--- config.mk ---
export PLATFORM = sky130hd
export DESIGN_NAME = instruction_sequencer
export DESIGN_NICKNAME = d
export VERILOG_FILES = /design/src/rtl/instruction_sequencer.sv
export SDC_FILE = /design/constraint.sdc
export NUM_CORES = 1
export LEC_CHECK = 0
export CORE_AREA = 2 2 177 179
export DETAILED_ROUTE_END_ITERATION = 8
export DIE_AREA = 0 0 179 181
export PLACE_DENSITY = 0.66
export SYNTH_ARGS = -nofsm -noshare
export SYNTH_HDL_FRONTEND = slang
export SYNTH_SLANG_ARGS = --single-unit
--- constraint.sdc ---
create_clock -name clk_50MHz -period 7.6 [get_ports clk_50MHz]
set_input_delay 1.52 -clock clk_50MHz [delete_from_list [all_inputs] [get_ports clk_50MHz]]
set_output_delay 1.52 -clock clk_50MHz [all_outputs]
set_load 0.02 [all_outputs]
--- src/rtl/instruction_sequencer.sv ---
// Program feeder for simple_processor: holds up to DEPTH instruction words and
// issues them one at a time over DIN/run, waiting for done between issues.
module instruction_sequencer #(
    parameter int DEPTH   = 16,
    parameter int ADDR_W  = 4,
    parameter int TIMEOUT = 255
) (
    input  logic              clk_50MHz,
    input  logic              reset,
    input  logic              load_we,
    input  logic [ADDR_W-1:0] load_addr,
    input  logic [15:0]       load_data,
    input  logic [ADDR_W:0]   prog_len,
    input  logic              start,
    input  logic              done,
    output logic [15:0]       DIN,
    output logic              run,
    output logic              busy,
    output logic              seq_done,
    output logic              error,
    output logic [ADDR_W-1:0] pc
);

    localparam int TW = $clog2(TIMEOUT + 1);
    localparam logic [ADDR_W:0] DEPTH_L   = (ADDR_W + 1)'(DEPTH);
    localparam logic [TW-1:0]   TIMER_END = TW'(TIMEOUT - 1);

    typedef enum logic [2:0] {
        S_IDLE,
        S_ISSUE,
        S_WAIT,
        S_FINISH,
        S_ERROR
    } state_t;

    state_t            state, state_n;
    logic [15:0]       mem [DEPTH];
    logic [ADDR_W:0]   len_q, len_n, len_sat;
    logic [ADDR_W-1:0] pc_n;
    logic [15:0]       din_n;
    logic [TW-1:0]     timer, timer_n;

    assign len_sat = (prog_len > DEPTH_L) ? DEPTH_L : prog_len;

    // Writes land only while idle; memory contents survive reset.
    always_ff @(posedge clk_50MHz) begin
        if (load_we && !busy)
            mem[load_addr] <= load_data;
    end

    always_comb begin
        state_n = state;
        pc_n    = pc;
        din_n   = DIN;
        len_n   = len_q;
        timer_n = timer;
        case (state)
            S_IDLE, S_ERROR: begin
                if (start) begin
                    if (prog_len != '0) begin
                        len_n   = len_sat;
                        pc_n    = '0;
                        din_n   = mem[0];
                        state_n = S_ISSUE;
                    end else begin
                        state_n = S_FINISH;
                    end
                end
            end
            S_ISSUE: begin
                timer_n = '0;
                state_n = S_WAIT;
            end
            S_WAIT: begin
                timer_n = timer + TW'(1);
                // done takes priority over a timeout landing in the same cycle
                if (done) begin
                    if ({1'b0, pc} == len_q - (ADDR_W + 1)'(1)) begin
                        state_n = S_FINISH;
                    end else begin
                        pc_n    = pc + ADDR_W'(1);
                        din_n   = mem[pc + ADDR_W'(1)];
                        state_n = S_ISSUE;
                    end
                end else if (timer_n == TIMER_END) begin
                    state_n = S_ERROR;
                end
            end
            S_FINISH: state_n = S_IDLE;
            default:  state_n = S_IDLE;
        endcase
    end

    // Outputs are decoded from the next state so that each is a plain flop.
    always_ff @(posedge clk_50MHz) begin
        if (reset) begin
            state    <= S_IDLE;
            DIN      <= '0;
            pc       <= '0;
            len_q    <= '0;
            timer    <= '0;
            run      <= 1'b0;
            busy     <= 1'b0;
            seq_done <= 1'b0;
            error    <= 1'b0;
        end else begin
            state    <= state_n;
            DIN      <= din_n;
            pc       <= pc_n;
            len_q    <= len_n;
            timer    <= timer_n;
            run      <= (state_n == S_ISSUE);
            busy     <= (state_n == S_ISSUE) || (state_n == S_WAIT) || (state_n == S_FINISH);
            seq_done <= (state_n == S_FINISH);
            error    <= (state_n == S_ERROR);
        end
    end

endmodule

==> results_dict.tcl <==
set metrics [dict create \
    fmax_ghz 0.297 \
    ys_ff_latch 296 \
    boundaryPins 54 \
    synth_fp_nets 823 \
    vias 7117 \
    synth_seq_area_share_pct 70.2 \
    gp_congestion 0.817 \
    power.leakage_nw 4.25 \
    setup_ws_ps 4230 \
    post-place-cells 1202 \
    numClockSinks 296 \
    post-route-period-util_pct 44.3 \
    sequentialPowerShare_pct 51.2 \
    switching_share_pct 21.5 \
    port_buffers 53 \
    synthAdderAreaFrac_pct 0.414 \
    die_area_um2 32400 \
    finalSetupViolations 0 \
    post-cts-setup-buffers 0 \
    crit_fanout 10 \
    die_y_um 181 \
    ir_drop_mv 0.219 \
    clk_pin_slew_ps 60 \
    drt-total-wl_um 28400 \
    post-dp-hpwl_um 17500 \
    row_count 64 \
    synth_compound_area_share_pct 10.6 \
    grt-ovfl-total 0 \
    arrival_ps 1850 \
    drc 0 \
    ys_types 53 \
    netlist_instances 789 \
    cpPeakStageDelay_ps 690 \
    antenna_cells 0 \
    grt_max_degree 59 \
    layout.cells.non_filler 1258 \
    worstHoldPathType "reg -> reg" \
    status "complete, no violations" \
    finalMaxSlewViolations 0 \
    clock_latency_ps 560 \
    placedInstanceArea_um2 13000 \
    combPwrFrac_pct 5.9 \
    syn_area_um2 12100 \
    core_um2 30300 \
    drt_iter0_drc 610 \
    avgSynthCellArea_um2 15.3 \
    drive_gt1_share_pct 10.6 \
    cts.path.max_buffers 3 \
    synth_top_family_by_area "multiplexers" \
    ys.flop_type "edfxtp_1" \
    vias_per_cell 5.66 \
    p_clk_share_pct 42.9 \
    htree_levels 1 \
    cp.buffers_inverters 1 \
    async_flop_share_pct 0 \
    area_delta_synth_final_pct 16.3 \
    cts_repair_resize_count 0 \
    p_int_w 0.00279 \
    synth_xor_area_share_pct 0.652 \
    mostFrequentLayoutCells "256 x edfxtp_1, 129 x mux2i_1, 65 x a22oi_1" \
    worstSetupStartpointType "flip-flop" \
    critPathKind "reg -> out" \
    power-per-cell-area_nw_per_um2 252 \
    wl_per_cell_um 22.6 \
    grt_pass1_vias 6883 \
    final_nets 872 \
    muxShareOfSynthArea_pct 10.7 \
    cts_buffers 30 \
    finalCriticalPeriod_ps 3370 \
    cts_tree "yes" \
    layout_commonest_cell "edfxtp_1" \
    dp_slack_ps 3790 \
    fin_setup_tns_ps 0 \
    max-slew-margin-rel_pct 27.7 \
    yosys.area_share.simple_pct 5.07 \
    cts_hold_buffers 0 \
    critPathTopFamily "buffers and inverters" \
    fp.dieW_um 179 \
    crit_chain "clkdlybuf4s50_1" \
    cp_slowest_cell "clkdlybuf4s50_1" \
    synth-edff-count 256 \
    worst-endpoint-required_ps 6080 \
    antenna_left 0 \
    grt_use_total_pct 17.5 \
    yosysWarnings 0 \
    power_switching_w 0.000761 \
    first_pass_iters 5 \
    end_kind "output pin" \
    worstMarginPinSlew_ps 1080 \
    design_area_um2 14100 \
    drv_cap 0 \
    finalHoldViolCount 0 \
    cts_root_buffer "clkbuf_16" \
    grt_setup_unrepaired "false" \
    initial_core_util_pct 39.8 \
    fin_skew_ps 12.7 \
    antenna_found_initial 2 \
    grt_pass1_wl_um 42200 \
]
[through the flow]
stage | utilization (%) | hold WS, ps | total power, W
floorplan | - | 445 | 0.00196
global placement | 42.9 | 471 | 0.00206
detailed placement | 42.9 | 475 | 0.00206
CTS | 46.3 | 483 | 0.00357
global route | 46.3 | 511 | 0.00364
finish | 46.3 | 479 | 0.00355
[flip-flops by register name (all words and copies together) (netlist names)]
name / cells
len_q: 5
pc: 4
seq_done: 1
mem: 256
DIN: 16
run: 1
error: 1
timer: 8
state: 3
busy: 1
[synth_stat cells, types with 4 or more instances]
cell      instances  area (µm²)
ha_1              4        50.1
nand3_1          26         130
a22oi_1          65         488
xnor2_1           7        61.3
inv_1             9        33.8
buf_2            24         120
nor3_1           11        55.1
and2_1            6        37.5
a32oi_1          17         149
nor2_1           26        97.6
nor2b_1           7        43.8
edfxtp_1        256        7690
nand2_1          17        63.8
nand2b_1         11        68.8
clkbuf_1         19        71.3
o21a_1            8        60.1
dfxtp_1          40         801
a31oi_1          17         106
o21bai_1          4        30.0
o31ai_1          19         143
mux2i_1         129        1290
buf_6             5        56.3
o21ai_0           9        45.0
a21oi_1          18        90.1
[logic make-up (layout without fill, tap and decap cells)]
logic type | Yosys count | after routing
flops | 296 | 296
compound gates | 175 | 175
mux | 129 | 129
simple gates | 118 | 118
buf+inv | 58 | 131
xor+xnor | 9 | 9
fa+ha+maj | 4 | 4
[power by group through the flow]
stage	combinational (W)	clock [W]	sequential, W
after global placement	0.000205	0	0.00185
after CTS	0.000210	0.00154	0.00182
after global routing	0.000224	0.00160	0.00182
final	0.000209	0.00152	0.00182
after floorplan	0.000102	0	0.00185
after detailed placement	0.000209	0	0.00185
[per-layer routing]
| layer | part of all wire [%] | wire length [µm] | up-vias | track usage [%] |
|---|---|---|---|---|
| met5 | 0.11 | 31 | - | 0 |
| met4 | 3.4 | 979 | 4 | 5.85 |
| met3 | 6.4 | 1820 | 56 | 3.62 |
| met2 | 46 | 13000 | 237 | 27.3 |
| met1 | 44 | 12600 | 3596 | 24.2 |
| li1 | - | - | 3224 | - |
[layout make-up]
cell class | count | area, µm²
Clock buffer | 42 | 847
Multi-Input combinational cell | 435 | 3380
Fill cell | 2590 | 16300
Inverter | 9 | 33.8
Timing Repair Buffer | 66 | 628
Tap cell | 396 | 495
Clock inverter | 14 | 183
Sequential cell | 296 | 8490
[worst paths after layout]
| kind | from | end | slack [ps] | depth (start not counted) |
|---|---|---|---|---|
| hold / removal | len_q[1] | len_q[1] | 480 | 2 |
| setup / recovery | pc[0] | pc[0] | 4230 | 1 |
| hold reg to reg | len_q[1] | len_q[1] | 480 | 2 |
| setup reg to reg | pc[0] | DIN[0] | 4310 | 6 |
Note: power is estimated with default switching activity, not from simulation.
